$ cat src/rtl/terminal_array.sv
// terminal_array: per-clause terminal evaluation with a serialized conflict
// report channel.
//
// A round is started by start_i in IDLE. One cycle later (CAPTURE) every
// clause's satisfied / implication / conflict flags and its max literal level
// are registered. In REPORT each conflicting clause is offered, lowest index
// first, on a valid/ready channel while a running maximum of the reported
// levels is kept. DONE pulses done_o for one cycle and the block returns to
// IDLE.
//
// Ports:
//   clk, rst            clock, asynchronous active-high reset
//   start_i             begin an evaluation round (honoured only in IDLE)
//   csat_i              per-clause satisfied flag
//   freelitcnt_i        per-clause 2-bit free-literal count
//   clause_len_i        per-clause length
//   all_lit_false_i     per-clause all-literals-false flag
//   conflict_c_i        per-clause upstream conflict
//   cmax_lvl_i          per-clause max literal level
//   csat_drv_o          registered satisfied flags
//   imp_drv_o           registered implication flags (free count == 1)
//   conflict_c_drv_o    registered conflict flags
//   all_sat_o           registered AND of csat_drv_o
//   conf_valid_o        conflict report valid
//   conf_ready_i        consumer accepts the report
//   conf_cid_o          index of the reported clause
//   conf_lvl_o          level of the reported clause
//   conf_max_lvl_o      running max of accepted report levels this round
//   busy_o              high outside IDLE
//   done_o              one-cycle end-of-round pulse
module terminal_array #(
  parameter int NUM_C       = 8,
  parameter int WIDTH_LVL   = 16,
  parameter int WIDTH_C_LEN = 4,
  parameter int WIDTH_CID   = 3
) (
  input  logic                         clk,
  input  logic                         rst,
  input  logic                         start_i,
  input  logic [NUM_C-1:0]             csat_i,
  input  logic [2*NUM_C-1:0]           freelitcnt_i,
  input  logic [NUM_C*WIDTH_C_LEN-1:0] clause_len_i,
  input  logic [NUM_C-1:0]             all_lit_false_i,
  input  logic [NUM_C-1:0]             conflict_c_i,
  input  logic [NUM_C*WIDTH_LVL-1:0]   cmax_lvl_i,
  output logic [NUM_C-1:0]             csat_drv_o,
  output logic [NUM_C-1:0]             imp_drv_o,
  output logic [NUM_C-1:0]             conflict_c_drv_o,
  output logic                         all_sat_o,
  output logic                         conf_valid_o,
  input  logic                         conf_ready_i,
  output logic [WIDTH_CID-1:0]         conf_cid_o,
  output logic [WIDTH_LVL-1:0]         conf_lvl_o,
  output logic [WIDTH_LVL-1:0]         conf_max_lvl_o,
  output logic                         busy_o,
  output logic                         done_o
);

  typedef enum logic [1:0] {
    IDLE    = 2'd0,
    CAPTURE = 2'd1,
    REPORT  = 2'd2,
    DONE    = 2'd3
  } state_e;

  state_e state_q, state_d;

  logic [NUM_C-1:0]                csat_q, imp_q, conf_q;
  logic [NUM_C-1:0]                pending_q, pending_d;
  logic [NUM_C-1:0][WIDTH_LVL-1:0] lvl_q;
  logic                            all_sat_q;
  logic                            valid_q, valid_d;
  logic [WIDTH_CID-1:0]            cid_q, cid_d;
  logic [WIDTH_LVL-1:0]            clvl_q, clvl_d;
  logic [WIDTH_LVL-1:0]            max_q, max_d;

  logic [NUM_C-1:0]                imp_in, conf_in;
  logic [NUM_C-1:0][WIDTH_LVL-1:0] lvl_in;
  logic                            hs;
  logic [NUM_C-1:0]                pend_after_hs;

  // Lowest set index of a clause vector; '0 when empty.
  function automatic logic [WIDTH_CID-1:0] lowest(input logic [NUM_C-1:0] v);
    logic found;
    lowest = '0;
    found  = 1'b0;
    for (int unsigned i = 0; i < NUM_C; i++) begin
      if (v[i] && !found) begin
        lowest = WIDTH_CID'(i);
        found  = 1'b1;
      end
    end
  endfunction

  // Per-clause evaluation of the live inputs.
  always_comb begin
    imp_in  = '0;
    conf_in = '0;
    lvl_in  = '0;
    for (int unsigned k = 0; k < NUM_C; k++) begin
      imp_in[k]  = (freelitcnt_i[2*k +: 2] == 2'b01);
      conf_in[k] = conflict_c_i[k] |
                   (all_lit_false_i[k] &
                    (clause_len_i[k*WIDTH_C_LEN +: WIDTH_C_LEN] != '0));
      lvl_in[k]  = cmax_lvl_i[k*WIDTH_LVL +: WIDTH_LVL];
    end
  end

  // valid_q is only ever set while in REPORT, so it fully qualifies the handshake.
  assign hs            = valid_q & conf_ready_i;
  assign pend_after_hs = pending_q & ~(NUM_C'(1) << cid_q);

  // Report channel next state. The next clause is preloaded into cid/lvl so it
  // appears the cycle after a handshake; when nothing remains cid/lvl hold.
  always_comb begin
    pending_d = pending_q;
    valid_d   = valid_q;
    cid_d     = cid_q;
    clvl_d    = clvl_q;
    max_d     = max_q;
    unique case (state_q)
      CAPTURE: begin
        pending_d = conf_in;
        valid_d   = |conf_in;
        max_d     = '0;
        if (|conf_in) begin
          cid_d  = lowest(conf_in);
          clvl_d = lvl_in[lowest(conf_in)];
        end
      end
      REPORT: begin
        if (hs) begin
          pending_d = pend_after_hs;
          valid_d   = |pend_after_hs;
          if (clvl_q > max_q) max_d = clvl_q;
          if (|pend_after_hs) begin
            cid_d  = lowest(pend_after_hs);
            clvl_d = lvl_q[lowest(pend_after_hs)];
          end
        end
      end
      default: ;
    endcase
  end

  // FSM: state register
  always_ff @(posedge clk or posedge rst) begin
    if (rst) state_q <= IDLE;
    else     state_q <= state_d;
  end

  // FSM: next state
  always_comb begin
    state_d = state_q;
    unique case (state_q)
      IDLE:    if (start_i) state_d = CAPTURE;
      CAPTURE: state_d = REPORT;
      REPORT:  if (pending_q == '0) state_d = DONE;
      DONE:    state_d = IDLE;
      default: state_d = IDLE;
    endcase
  end

  // FSM: outputs
  always_comb begin
    busy_o = (state_q != IDLE);
    done_o = (state_q == DONE);
  end

  // Datapath registers
  always_ff @(posedge clk or posedge rst) begin
    if (rst) begin
      csat_q    <= '0;
      imp_q     <= '0;
      conf_q    <= '0;
      lvl_q     <= '0;
      all_sat_q <= 1'b0;
      pending_q <= '0;
      valid_q   <= 1'b0;
      cid_q     <= '0;
      clvl_q    <= '0;
      max_q     <= '0;
    end else begin
      if (state_q == CAPTURE) begin
        csat_q    <= csat_i;
        imp_q     <= imp_in;
        conf_q    <= conf_in;
        lvl_q     <= lvl_in;
        all_sat_q <= &csat_i;
      end
      pending_q <= pending_d;
      valid_q   <= valid_d;
      cid_q     <= cid_d;
      clvl_q    <= clvl_d;
      max_q     <= max_d;
    end
  end

  assign csat_drv_o       = csat_q;
  assign imp_drv_o        = imp_q;
  assign conflict_c_drv_o = conf_q;
  assign all_sat_o        = all_sat_q;
  assign conf_valid_o     = valid_q;
  assign conf_cid_o       = cid_q;
  assign conf_lvl_o       = clvl_q;
  assign conf_max_lvl_o   = max_q;

endmodule

$ cat config.mk
export PLATFORM = sky130hd
export DESIGN_NAME = terminal_array
export DESIGN_NICKNAME = d
export VERILOG_FILES = /design/src/rtl/terminal_array.sv
export SDC_FILE = /design/constraint.sdc
export NUM_CORES = 1
export LEC_CHECK = 0
export CAP_MARGIN = 20
export CORE_ASPECT_RATIO = 0.75
export CORE_MARGIN = 8
export CORE_UTILIZATION = 54
export CTS_BUF_LIST = sky130_fd_sc_hd__clkbuf_4 sky130_fd_sc_hd__clkbuf_8 sky130_fd_sc_hd__clkbuf_16
export CTS_CLUSTER_DIAMETER = 40
export DETAILED_ROUTE_END_ITERATION = 6
export PLACE_DENSITY = 0.86
export SYNTH_ARGS = -nofsm -noshare
export SYNTH_HDL_FRONTEND = slang
export SYNTH_SLANG_ARGS = --single-unit
$ cat constraint.sdc
create_clock -name clk -period 11.2 [get_ports clk]
set_input_delay 1.12 -clock clk [delete_from_list [all_inputs] [get_ports clk]]
set_output_delay 1.12 -clock clk [all_outputs]
set_load 0.02 [all_outputs]
==> metrics.md, run 1 <==
| Metric | Value |
|---|---|
| TNS Setup | 0 ns |
| Std cell rows | 44 |
| Average detailed-routed wire length per instance | roughly 23 µm |
| Synthesized-area fraction occupied by xor and xnor cells | 0 |
| Transition time at the pin with the least slew margin | approximately 1.1 ns |
| HP Class | reg2reg |
| Register-to-Register Setup Slack | ~7.4 ns |
| Count of cells resized by post-cts repair | 0 |
| Final wirelength | about 32000 µm |
| Most frequent cells after synthesis | 199 x dfrtp_1, 167 x mux2_2, 57 x nor2_1 |
| Nets | ~1300 |
| Outcome | complete, but fails checks |
| Count of different cell masters after synthesis | ~60 |
| Die height | 138.3 µm |
| Post-route DRC violation count | 11 |
| Level count of the clock H-tree | 4 |
| Clock buffer count from CTS | 17 |
| Worst slack after detailed placement | about 6 ns |
| Top-area cell type share of the netlist area | 0.4628 |
| Total via count after detailed routing | roughly 8400 |
| Reg power frac | 0.346 |
| Leading post-synthesis cells by cell area | dfrtp_1 46%, mux2_2 17%, mux2_1 5.2% |
| Setup repair after global routing missed its margin | no |
| Die footprint | 24750 µm² |
| Synthesized area | 10760 µm² |
| First-pass GRT wire length | a little over 50000 µm |
| Detailed Route Iter0 Violations | 944 |
| First-pass iteration count of the detailed router | 7 |
| Compound-gate portion of the synthesized area | 0.09430 |
| Share of synthesized cell area in and, or, nand and nor gates | 0.06547 |
| Maximum fanout count along the critical path | between 60 and 70 |
| Required time worst endpoint | between 10 and 15 ns |
| Detailed-placement wirelength estimate | 22860 µm |
| Adder-cell area share of the yosys netlist | 0.02442 |
| Pwr Total | between 3 and 4 mW |
| Count of final max-slew check failures | 0 |
| Post-CTS Setup Bufs | 0 |
| Port-buffer cells | about 270 |
| Final design utilization | 0.7312 |
| DIE WIDTH | 179 µm |
| Proportion of power drawn by the clock network | 0.159 |
| Capture point of the worst path | conf_lvl_o[13] |
| CP endpoint kind | flip-flop |
| RePlAce Congestion | ~0.9 |
| Instance count on the critical path | 10 |
| MaxCap Viol Count | 0 |
| Worst Skew | roughly 0.015 ns |
| Setup CP Type | in2reg |
| Startpoint of the worst register-to-register path | state_q[1] |
| Total core area | a little under 20000 µm² |
| F_max | roughly 0.22 GHz |
| Primary FF master, synth | dfrtp_1 |
| Leakage component of the power | 5.659 nW |
| Bufs on Longest Clock Path | 2 |
| Most repeated cell in the gate-level netlist after synthesis | dfrtp_1 |
| Worst hold slack | a little over 0.5 ns |
| Fraction of layout cells with a size suffix above 1 | 0.2233 |
| Initial antenna violation count | 8 |
| Final hold vios | 0 |
| Fin crit period | about 4.6 ns |
| Delay of the slowest critical-path stage | roughly 0.72 ns |
| Number of global-route vias before repair | 8937 |
| Terminus of the critical flop-to-flop path | conf_lvl_o[15] |
| Yosys warns | 0 |
| Depth of the most critical reg-to-reg path | 9 |
| Fraction of synthesized area in multiplexers | 0.3090 |
| Grt ovf | 0 |
| Power density normalized to cell area | approximately 270 nW/µm² |
| Per-instance average area after synthesis | approximately 12 µm² |
| Share of flip-flops with an asynchronous set or reset after synthesis | 1.000 |
| Cell type with the largest total area after synthesis | dfrtp_1 |
| Effective utilization at floorplan | 0.5537 |
| Number of placed I/O pins | between 200 and 300 |
| Clock latency of the later-clocked register in the worst-skew pair | ~0.44 ns |
| Buf+Inv Stages, Crit Path | 2 |
| Net switching component of the power | ~1.5 mW |
| Number of flip-flops and latches in the synthesized netlist | about 200 |
| # clock sinks | slightly below 200 |
| Clock tree from TritonCTS | yes |
| Area Growth Syn to Fin | 32.06% |
| GRT Overall Usage | 0.2574 |
| Via-to-Cell Ratio | ~6 |
| Ordered cell list for the critical path | clkdlybuf4s50_1 > or4_1 > a21oi_2 > nand2_1 > or4b_4 > o21ai_4 > buf_4 > mux2_1 > a221oi_1 > a31oi_1 |
| Number of nets with antenna violations after routing | 0 |
| CTS Root Cell | clkbuf_16 |
| Hold buffer count at CTS | 0 |
| Pin count of the biggest net entering global routing | 121 |
| Post-synth EDFFs | 0 |
| Switching portion of total power | 0.3805 |
| Startpoint Class | input port |
| Internal power contribution | between 2 and 2.5 mW |
| Relative contribution of combinational cells to total power | 0.495 |
| Cell count after synthesis | between 800 and 900 |
| Violated checks | design-rule violations |
| Final setup violation count | 0 |
| CP Launch Point | clause_len_i[21] |
| Slack of the critical path | about 6.6 ns |
| Arrival @ worst endpoint | just under 5 ns |
| Clock-pin slew of the registers on the worst-case setup and hold paths | approximately 0.070 ns |
| Worst supply voltage drop on vdd | approximately 0.24 mV |
| Normalized max-slew margin | 0.2730 |
| Combinational family with the most area after synthesis | multiplexers |
| Post-Syn Nets | about 1100 |
| Final cycle utilization of the critical path | 0.4098 |
| Sequential cell area fraction in the yosys report | 0.4628 |
| Crit-path leading delay family | simple AND/OR/NAND/NOR gates |
| Cell type of the slowest stage on the worst timing path | buf_4 |
how the worst min path moves through the flow:
stage	start	to	slack, ns	cells after the start
4_1_cts	lvl_q[62]	lvl_q[62]	0.51	1
6_report	lvl_q[62]	lvl_q[62]	0.51	1
3_5_place_dp	lvl_q[24]	lvl_q[24]	0.49	1
2_1_floorplan	lvl_q[79]	lvl_q[79]	0.48	1
3_3_place_gp	lvl_q[1]	lvl_q[1]	0.48	1
5_1_grt	lvl_q[58]	lvl_q[58]	0.52	1
final cells by class:
class	instances	area [µm²]
inverter	39	153.9
antenna	4	10.01
multi-input combinational	585	5378
fill	1388	5224
clock buffer	19	446.7
timing repair buffer	278	2793
clock inverter	13	132.6
sequential	199	4980
tap	253	316.6
through the flow:
stage                     cells  instance area [µm²]
after floorplan             877                10760
after global placement     1352                13570
after detailed placement   1352                13570
after CTS                  1384                14140
final                      1390                14210
after global routing       1390                14210
registers in the layout, summed over array words and instances, names as in the netlist:
| name | flops |
|---|---|
| lvl_q | 128 |
| conf_lvl_o | 16 |
| conf_max_lvl_o | 16 |
| conflict_c_drv_o | 8 |
| csat_drv_o | 8 |
| imp_drv_o | 8 |
| pending_q | 8 |
| conf_cid_o | 3 |
| state_q | 2 |
| all_sat_o | 1 |
| conf_valid_o | 1 |
routing by layer:
layer	vias up	GRT usage	share of wire
met3	76	0.08054	0.098
met4	8	0.08380	0.024
met2	409	0.4014	0.47
met1	4130	0.3348	0.41
met5	-	0	0.0017
li1	3748	-	-
cell usage in the layout, fill, tap and decap left out, drive strengths merged, types with 13 or more instances in the layout:
cell,n
a31oi,18
mux4,16
nand2,29
a222oi,16
o21ai,20
nor2b,21
dfrtp,199
mux2i,52
o22ai,13
inv,48
a21oi,30
a221oi,15
clkdlybuf4s50,266
clkbuf,19
ha,21
nor2,57
mux2,217
kinds of logic after synthesis:
| kind of cell | count (synthesis) |
|---|---|
| AOI/OAI and AO/OA | 139 |
| adders and majority gates | 21 |
| buffers and inverters | 93 |
| DFF | 199 |
| and+or+nand+nor | 140 |
| muxes | 285 |
power by group through the flow:
stage               Sequential (mW)  Clock, mW  Combinational (mW)
global route                   1.37      0.650                2.06
CTS                            1.32      0.617                1.89
detailed placement             1.33          0                1.88
floorplan                      1.34          0                1.25
global placement               1.31          0                1.83
finish                         1.33      0.610                1.90
No activity file was read; power rests on OpenSTA's default activity.
==> run 2: changes to the inputs <==
--- a/config.mk
+++ b/config.mk
@@ -8,11 +8,11 @@
 export CAP_MARGIN = 20
 export CORE_ASPECT_RATIO = 0.75
 export CORE_MARGIN = 8
-export CORE_UTILIZATION = 54
+export CORE_UTILIZATION = 50
 export CTS_BUF_LIST = sky130_fd_sc_hd__clkbuf_4 sky130_fd_sc_hd__clkbuf_8 sky130_fd_sc_hd__clkbuf_16
 export CTS_CLUSTER_DIAMETER = 40
 export DETAILED_ROUTE_END_ITERATION = 6
-export PLACE_DENSITY = 0.86
+export PLACE_DENSITY = 0.81
 export SYNTH_ARGS = -nofsm -noshare
 export SYNTH_HDL_FRONTEND = slang
 export SYNTH_SLANG_ARGS = --single-unit
==> constraint.sdc (replaced) <==
create_clock -name clk -period 4.8 [get_ports clk]
set_input_delay 0.48 -clock clk [delete_from_list [all_inputs] [get_ports clk]]
set_output_delay 0.48 -clock clk [all_outputs]
set_load 0.02 [all_outputs]
==> metrics.md, run 2 (synthesis results as in run 1) <==
| Metric | Value |
|---|---|
| Detailed-placement wirelength estimate | 23430 µm (+2.5%) |
| Fraction of layout cells with a size suffix above 1 | 0.2285 (+0.005245) |
| Normalized max-slew margin | 0.2495 (-0.02348) |
| Most frequent cells in the layout | 266 x clkdlybuf4s50_1, 199 x dfrtp_1, 167 x mux2_2 |
| Setup CP Type | in2reg |
| Count of final max-slew check failures | 0 (unchanged) |
| Most common cell after layout, fill and taps aside | clkdlybuf4s50_1 |
| Cell type of the slowest stage on the worst timing path | or4b_4 |
| Post-route DRC violation count | 0 (-11) |
| Total placed cells including tap cells | 1397 (+3.3%) |
| Final setup violation count | 0 (unchanged) |
| Power density normalized to cell area | 625.4 nW/µm² (+130%) |
| Delay of the slowest critical-path stage | 0.59 ns (-0.13 ns) |
| CTS Root Cell | clkbuf_16 |
| Port-buffer cells | 266 (unchanged) |
| Worst hold slack | 0.5037 ns (-0.005115 ns) |
| Total via count after detailed routing | 8322 (-0.59%) |
| Number of placed I/O pins | 267 (unchanged) |
| Transition time at the pin with the least slew margin | 1.124 ns (+0.03416 ns) |
| Pin count of the biggest net entering global routing | 168 (+39%) |
| Clock latency of the later-clocked register in the worst-skew pair | 0.43 ns (about the same) |
| Final std cells w/o fill | 1432 (+3.0%) |
| Via-to-Cell Ratio | 5.811 (-3.5%) |
| Clock tree from TritonCTS | yes |
| Instance count on the critical path | 10 (unchanged) |
| Leakage component of the power | 5.682 nW (+0.41%) |
| Slack of the critical path | 1.195 ns (-5.416 ns) |
| Final hold vios | 0 (unchanged) |
| Detailed Route Iter0 Violations | 804 (-15%) |
| Depth of the most critical reg-to-reg path | 8 (-1) |
| Placement Cell Area | 13700 µm² (+1.0%) |
| HP Class | reg2reg |
| Flip-flop count of the largest register, all copies and words added | 128 (unchanged) |
| GRT Overall Usage | 0.2415 (-0.01585) |
| Buf+Inv Stages, Crit Path | 2 (unchanged) |
| Arrival @ worst endpoint | 3.90 ns (-0.96 ns) |
| Startpoint Class | input port |
| Area Growth Syn to Fin | 32.94% |
| F_max | 0.2774 GHz |
| Worst Skew | 0.01370 ns (-0.0009837 ns) |
| Nets | 1355 (+0.74%) |
| Std cell rows | 46 (+4.5%) |
| Hold buffer count at CTS | 0 (unchanged) |
| Total core area | 21120 µm² (+8.7%) |
| Average detailed-routed wire length per instance | 22.49 µm (-2.5%) |
| Number of global-route vias before repair | 8860 (-0.86%) |
| Maximum fanout count along the critical path | 18 (-72%) |
| Worst supply voltage drop on vdd | 0.3664 mV (+54%) |
| RePlAce Congestion | 0.8813 (-1.0%) |
| Clock-pin slew of the registers on the worst-case setup and hold paths | 0.07 ns (about the same) |
| Outcome | finished, final reports clean |
| Die height | 143.0 µm (+3.5%) |
| CP endpoint kind | flip-flop |
| Crit-path leading delay family | simple AND/OR/NAND/NOR gates |
| Design area | 14310 µm² (+0.67%) |
| First-pass iteration count of the detailed router | 7 (unchanged) |
| Ordered cell list for the critical path | clkdlybuf4s50_1 > or4_1 > a21oi_2 > nand2_1 > or4b_4 > o21ai_4 > buf_4 > mux2_2 > a222oi_1 > a31oi_1 |
| Level count of the clock H-tree | 4 (unchanged) |
| MaxCap Viol Count | 0 (unchanged) |
| Required time worst endpoint | 5.10 ns (-6.37 ns) |
| Post-CTS Setup Bufs | 0 (unchanged) |
| Setup repair after global routing missed its margin | no |
| Worst slack after detailed placement | 0.7525 ns (-5.405 ns) |
| Count of cells resized by post-cts repair | 0 (unchanged) |
| Bufs on Longest Clock Path | 2 (unchanged) |
| Worst Hold Depth | 1 (unchanged) |
| Initial antenna violation count | 2 (-6) |
| Effective utilization at floorplan | 0.5094 (-0.04428) |
| TNS Setup | 0 ns (unchanged) |
| Fin crit period | roughly 3.6 ns |
| Grt ovf | 0 (unchanged) |
| Number of nets with antenna violations after routing | 0 (unchanged) |
| # clock sinks | 199 (unchanged) |
| DIE WIDTH | 185.4 µm (+3.6%) |
| Die footprint | 26520 µm² (+7.2%) |
| Clock buffer count from CTS | 17 (unchanged) |
| Final wirelength | 32210 µm (+0.47%) |
| Final cycle utilization of the critical path | 0.7511 |
| Top reg by flops | lvl_q |
| First-pass GRT wire length | 49740 µm (-1.2%) |
run 2: cell types whose count changed in the layout (fill, tap and decap cells not counted), sizes merged:
cell      before  now
buf           12   22
clkbuf        19   18
clkinv         3    2
clkinvlp       1    5
diode          4    2
inv           48   45
run 2: worst paths after layout:
check / slack [ns] / start / to
min in group asynchronous: 0.53 / rst / imp_drv_o[6]
worst min-delay path: 0.50 / lvl_q[39] / lvl_q[39]
worst max register to register: 1.39 / conf_cid_o[0] / conf_lvl_o[11]
worst min register to register: 0.50 / lvl_q[39] / lvl_q[39]
max in group asynchronous: 3.42 / rst / lvl_q[119]
worst max-delay path: 1.19 / clause_len_i[21] / conf_lvl_o[13]
run 2: layer usage:
metal	global-route usage	routed length, µm	part of all wire	up-vias
met2	0.3821	15110	0.47	350
met5	0	10	0.00031	-
met3	0.07312	2941	0.091	36
li1	-	-	-	3757
met4	0.06849	531	0.016	2
met1	0.3166	13610	0.42	4177
run 2: where the power goes:
part	total [mW]	switching (mW)	internal [mW]
Clock	1.36	0.672	0.690
Sequential	3.08	0.591	2.49
Combinational	4.50	2.11	2.39
run 2: metrics by stage:
stage,utilization,power [mW]
global placement,0.6487,7.387
floorplan,-,6.036
global route,0.6771,9.499
CTS,0.6747,8.939
finish,0.6772,8.946
detailed placement,0.6487,7.544
run 2: cell type report:
type                    count  area, µm²
clock inverters            13      110.1
diodes                      2      5.005
fillers                  1569       6818
inverters                  39      150.1
clock buffers              18      439.2
well taps                 288      360.3
repair buffers            288       2885
flip-flops and latches    199       4980
multi-input cells         585       5375
